<file path="src/rtl/display_scheduler.sv">
// Round-robin time-sharing of the seven-segment display between two value sources.
// Each winner's value is latched into addr and held for HOLD_CYCLES before re-arbitration.
module display_scheduler #(
    parameter int AW          = 8,
    parameter int HOLD_CYCLES = 12000000
) (
    input  logic          clk,
    input  logic          reset,
    input  logic          req_a,
    input  logic [AW-1:0] data_a,
    input  logic          req_b,
    input  logic [AW-1:0] data_b,
    output logic          grant_a,
    output logic          grant_b,
    output logic          done,
    output logic          owner,
    output logic [AW-1:0] addr,
    output logic          blank
);

    localparam int CW = (HOLD_CYCLES > 1) ? $clog2(HOLD_CYCLES) : 1;
    localparam logic [CW-1:0] LAST = CW'(HOLD_CYCLES - 1);

    typedef enum logic {IDLE, SHOW} state_t;

    state_t        state_q, state_d;
    logic [CW-1:0] cnt_q, cnt_d;
    logic [AW-1:0] addr_q, addr_d;
    logic          owner_q, owner_d;
    logic          grant_a_q, grant_a_d;
    logic          grant_b_q, grant_b_d;
    logic          done_q, done_d;
    logic          blank_q, blank_d;

    always_ff @(posedge clk or negedge reset) begin
        if (!reset) begin
            state_q   <= IDLE;
            cnt_q     <= '0;
            addr_q    <= '0;
            owner_q   <= 1'b1;
            grant_a_q <= 1'b0;
            grant_b_q <= 1'b0;
            done_q    <= 1'b0;
            blank_q   <= 1'b1;
        end else begin
            state_q   <= state_d;
            cnt_q     <= cnt_d;
            addr_q    <= addr_d;
            owner_q   <= owner_d;
            grant_a_q <= grant_a_d;
            grant_b_q <= grant_b_d;
            done_q    <= done_d;
            blank_q   <= blank_d;
        end
    end

    always_comb begin
        state_d   = state_q;
        cnt_d     = cnt_q;
        addr_d    = addr_q;
        owner_d   = owner_q;
        grant_a_d = 1'b0;
        grant_b_d = 1'b0;
        done_d    = 1'b0;
        blank_d   = blank_q;
        unique case (state_q)
            IDLE: begin
                blank_d = 1'b1;
                // On a tie the source that did not own the display last wins.
                if (req_a && (!req_b || owner_q)) begin
                    addr_d    = data_a;
                    owner_d   = 1'b0;
                    grant_a_d = 1'b1;
                    blank_d   = 1'b0;
                    cnt_d     = '0;
                    state_d   = SHOW;
                end else if (req_b) begin
                    addr_d    = data_b;
                    owner_d   = 1'b1;
                    grant_b_d = 1'b1;
                    blank_d   = 1'b0;
                    cnt_d     = '0;
                    state_d   = SHOW;
                end
            end
            SHOW: begin
                if (cnt_q == LAST) begin
                    done_d  = 1'b1;
                    blank_d = 1'b1;
                    state_d = IDLE;
                end else begin
                    cnt_d = cnt_q + CW'(1);
                end
            end
            default: state_d = IDLE;
        endcase
    end

    assign grant_a = grant_a_q;
    assign grant_b = grant_b_q;
    assign done    = done_q;
    assign owner   = owner_q;
    assign addr    = addr_q;
    assign blank   = blank_q;

endmodule
</file>
<file path="config.mk">
export PLATFORM = sky130hd
export DESIGN_NAME = display_scheduler
export DESIGN_NICKNAME = d
export VERILOG_FILES = /design/src/rtl/display_scheduler.sv
export SDC_FILE = /design/constraint.sdc
export NUM_CORES = 1
export LEC_CHECK = 0
export ABC_CLOCK_PERIOD_IN_PS = 2200
export BUFFER_PORTS_ARGS = -buffer_cell sky130_fd_sc_hd__buf_2
export CAP_MARGIN = 25
export CORE_ASPECT_RATIO = 0.6
export CORE_MARGIN = 2
export CORE_UTILIZATION = 45
export DETAILED_ROUTE_END_ITERATION = 8
export PLACE_DENSITY = 0.78
export SLEW_MARGIN = 25
export SYNTH_ARGS = -nofsm -noshare
export SYNTH_HDL_FRONTEND = slang
export SYNTH_SLANG_ARGS = --single-unit
</file>
<file path="constraint.sdc">
create_clock -name clk -period 2.2 [get_ports clk]
set_input_delay 0.11 -clock clk [delete_from_list [all_inputs] [get_ports clk]]
set_output_delay 0.11 -clock clk [all_outputs]
set_load 0.005 [all_outputs]
</file>
**Yosys cells after proc, flatten, opt, wreduce, memory -nomap -nowiden**

Index checks and enable logic that the tools add are counted.

- Bitwise operators: 1
- Equality and inequality tests: 4
- Reductions and logical operators: 6
- Multiply operators: 0
- Divide/modulo/power cells: 0
- Shift-type cells: 0
- $lt $le $gt $ge: 0
- Mux-type cells: 22
- Add/sub/neg operators: 1

Operator list:

| cell | number |
|---|---|
| $mux W24 | 3 |
| $pmux W24 S2 | 1 |
| $add A24 B1 Y24 const B | 1 |
| $eq A24 B24 Y1 const B | 1 |
| $mux W8 | 2 |
| $mux W1 | 14 |
| $pmux W1 S2 | 2 |
| $reduce_and A2 Y1 | 2 |
| $ne A3 B3 Y1 const B | 1 |
| $ne A2 B1 Y1 const B | 1 |
| $ne A2 B2 Y1 const B | 1 |
| $reduce_bool A2 Y1 | 1 |
| $logic_and A1 B1 Y1 | 1 |
| $logic_not A1 Y1 | 1 |
| $logic_or A1 B1 Y1 | 1 |
| $not A1 Y1 | 1 |

- RAM bits: 0
- Memories: 0
- Logic and storage cells: 42
- Output and inout port bits: 13
- Memory bits (read-only): 0
- Bits in registers: 38
- Latch bits: 0

**Longest topological paths before layout**

- Depth after elaboration: 5
- Mapped depth: 6
- Gate-level depth less buffers: 5

**Least setup slack after synthesis**

Ideal clock, no wire load.

- Kind: reg2reg
- Start point: register cnt_q[0]
- End point: register cnt_q[1]
- Setup time: 0.126 ns
- Required time: 2.074 ns
- Clock period less this slack: 1.763 ns
- Path buffers: 0
- Cell stages (with the launch flop): 6
- Data arrival time: 1.637 ns
- Path slack: 0.437 ns
- Cell sequence: dfrtp_1 ha_1 nand4_2 nor4_4 a21oi_1 a221o_1

- Cells in the longest elaborated chain, start to end: 3
- Elaborated cells on any way between the ends: 6
- Classes of those cells: 1 x add/sub; 2 x eq/ne; 2 x mux; 1 x reduce/logical

Ends and longest elaborated chain:

| what | RTL line | text |
|---|---|---|
| start: declaration | 27 | `logic [CW-1:0] cnt_q, cnt_d;` |
| start signal: assignment | 47 | `cnt_q <= cnt_d;` |
| $add A24 B1 Y24 / $eq A24 B24 Y1 (equally long branches) | 92, 87 |  |
| $mux W24 / $ne A2 B2 Y1 (equally long branches) | - |  |
| $pmux W24 S2 / $reduce_and A2 Y1 (equally long branches) | - |  |

Parallel ways exist; a longest one is shown, timed or not. The select of a mux whose other input is x is not followed.
A chain may end at the register's enable or synchronous reset.

**Final worst setup path**

- Start point: register cnt_q[0]
- End point: register cnt_q[7]

The elaborated chain is that of the path after synthesis.

==> qor.csv <==
stage,metric,value,unit
cts,clock_path_buffers,2,
cts,post_cts_buffers,0,
synthesis,synth_async_sr_flop_share,1.00,
sta,fin_ws,184,ps
sta,skew,7.85,ps
synthesis,yosys.area.top_type,dfrtp_1,
synthesis,yosysTopAreaCellShare,0.425,
placed_design,dp_hpwl,3760,µm
detailed_routing,wl,5400,µm
worst_hold_path,hold_class,in2reg,
detailed_routing,wl_per_cell,17.2,µm
synthesis,ys_types,50,
worst_setup_path,start_kind,flop,
worst_setup_path,path_class,reg2reg,
sta,tns,0,ps
placed_design,dp.cells,305,
sta,fin_crit_sh,0.916,
sta,relSlewSlack,0.438,
detailed_routing,drc_errors,0,
sta,rsz0062_at_grt,no,
power_and_ir_drop,pwr_density_cell,719,nW/µm²
synthesis,synth_warnings,0,
power_and_ir_drop,p_leak,1.18,nW
synthesis,avgSynthCellArea,9.86,µm²
layout,multi_input_area,1100,µm²
placed_design,place_congestion,0.939,
floorplan,core_area,4560,µm²
synthesis,ys_seq_area_frac,0.450,
layout,final_common_cell,dfrtp_1,
outcome,status,completed,
cts,cts-root-buf,clkbuf_8,
worst_hold_path,worst_hold_path.num_cells,2,
layout,area_delta_synth_final,16.6,%
floorplan,die_w,92.6,µm
worst_setup_path,cp-startpoint,cnt_q[0],
detailed_routing,vias_per_cell,6.14,
sta,hold_viol,0,
sta,setup-violations-final,0,
floorplan,rows,19,
layout,nFillCells,414,
sta,max_freq,0.496,GHz
layout,diodes,0,
global_routing,grt_first_pass_wirelength,9080,µm
cts,cts_tree,done,
placed_design,port_buffers,32,
cts,numCtsBuffers,5,
layout,final_cell_area,2470,µm²
worst_setup_path,r2r_cells,5,
detailed_routing,ant_nets,0,
worst_setup_path,end_kind,flop,
synthesis,ys_ff_latch,38,
sta,layout_min_cycle_time,2020,ps
worst_setup_path,crit_fanout,7,
cts,h-tree-depth,2,
floorplan,die-area,5300,µm²
floorplan,io_pins,33,
floorplan,start_util,0.465,
sta,drv_slew,0,
global_routing,antenna_found_initial,0,
layout,final_cell_mix,"dfrtp_1 (36), buf_2 (32), nand2_1 (18)",
synthesis,ys.flop_type,dfrtp_1,
floorplan,die_y,57.2,µm
synthesis,netlist_area,2120,µm²
sta,worstMarginPinSlew,843,ps
global_routing,grt-ovfl-total,0,
power_and_ir_drop,peakVddDrop,0.000583,V
detailed_routing,dr_total_vias,1927,
synthesis,synth_fp_nets,236,
global_routing,grt_max_degree,39,
synthesis,synthTopCellsByArea,"dfrtp_1 (42%), mux2i_1 (3.8%), o21ai_0 (3.5%)",
placed_design,place_area,2360,µm²
worst_setup_path,cp_data_arrival_time,2200,ps
job,drv_cap,0,
detailed_routing,drt_iter0_markers,171,
worst_hold_path,min-delay-start,req_a,
global_routing,grt_pass1_vias,1775,
global_routing,track_usage,0.223,
worst_setup_path,crit_required,2390,ps
layout,ff_latch_area,953,µm²
placed_design,pre_cts_ws,174,ps
synthesis,synthCells,215,
worst_setup_path,r2r_start,cnt_q[0],
synthesis,synth_edf_count,0,
cts,clk_latency,300,ps
cts,cts_sinks,38,
layout,nets,271,
layout,fin_cells,314,
layout,drive_gt1_frac,0.271,
detailed_routing,drtPass1Iterations,4,
cts,clk_pin_slew,80,ps
## routing by layer
| layer | global-route usage | wire, µm | up-vias |
|---|---|---|---|
| met5 | 0 | 0 | - |
| met4 | 0.0651 | 51 | 0 |
| met3 | 0.0713 | 486 | 4 |
| met2 | 0.274 | 2240 | 73 |
| met1 | 0.365 | 2620 | 938 |
| li1 | - | - | 912 |
## cell usage after synthesis (2+ instances only)
cell type   n
dfrtp_1    36
nand2_1    18
o21ai_0    15
a21oi_1    13
and3_1     11
mux2i_1     8
nand4_1     8
nor3_1      8
clkbuf_1    7
a211oi_1    6
a31oi_1     6
a41oi_1     6
inv_1       6
nand3_1     6
nor2_1      5
and4_1      4
buf_2       4
a41o_1      3
and3_2      3
and4_2      3
a311oi_1    2
and2_1      2
dfstp_2     2
nand4_2     2
nand4bb_1   2
nor4_1      2
nor4_2      2
o211ai_1    2
or3_1       2
## what timing repair did
action,4_1_cts,5_1_grt
resized for setup,0,1
hold buffers,1,0
hold endpoints to repair,36,0
endpoints found under the setup margin,0,4
## path summary, 6_finish.rpt
| kind | slack, ps | end |
|---|---|---|
| min | 20 | owner |
| max | 180 | cnt_q[7] |
| min reg2reg | 480 | addr[1] |
| min in group asynchronous | 450 | cnt_q[15] |
| max in group asynchronous | 1220 | cnt_q[7] |
| max reg2reg | 180 | cnt_q[7] |
## worst max-delay path, stage by stage (launching register included)
cell and delay (ps):
dfrtp_1 450, ha_1 310, nand4_2 260, nor4_4 390, nand2_2 210, a211oi_1 290
## report_power, final
part           switching [mW]  internal (mW)  leakage [nW]  total, mW
Clock                   0.240          0.253        0.0482      0.492
Combinational           0.161          0.150         0.652      0.311
Sequential              0.173          0.801         0.476      0.974
## area by class of cell
type                       count  area share
multi-input combinational    158       0.443
clock buffer                   7      0.0349
sequential                    38       0.386
timing repair buffer          41      0.0931
tap                           63      0.0319
clock inverter                 1     0.00202
inverter                       6     0.00911
## metrics by stage
stage	power (mW)	util	hold WS (ps)
4_1_cts	1.78	0.540	18.1
3_3_place_gp	1.26	0.518	256
6_report	1.78	0.542	16.5
2_1_floorplan	1.17	-	-186
5_1_grt	1.88	0.542	19.2
3_5_place_dp	1.28	0.518	258
## kinds of logic (layout without fill, tap and decap cells)
logic type      count (synthesis)  after routing  synth area share
flops                          38             38             0.450
fa+ha+maj                       1              1           0.00590
buf+inv                        19             55            0.0378
simple gates                   86             86             0.264
compound gates                 63             63             0.205
mux                             8              8            0.0378
## state kept, by name, indices dropped and copies added, names as in the netlist
| signal | flops |
|---|---|
| blank | 1 |
| grant_b | 1 |
| addr | 8 |
| done | 1 |
| grant_a | 1 |
| state_q | 1 |
| cnt_q | 24 |
| owner | 1 |
(Power assumes the default switching activity.)
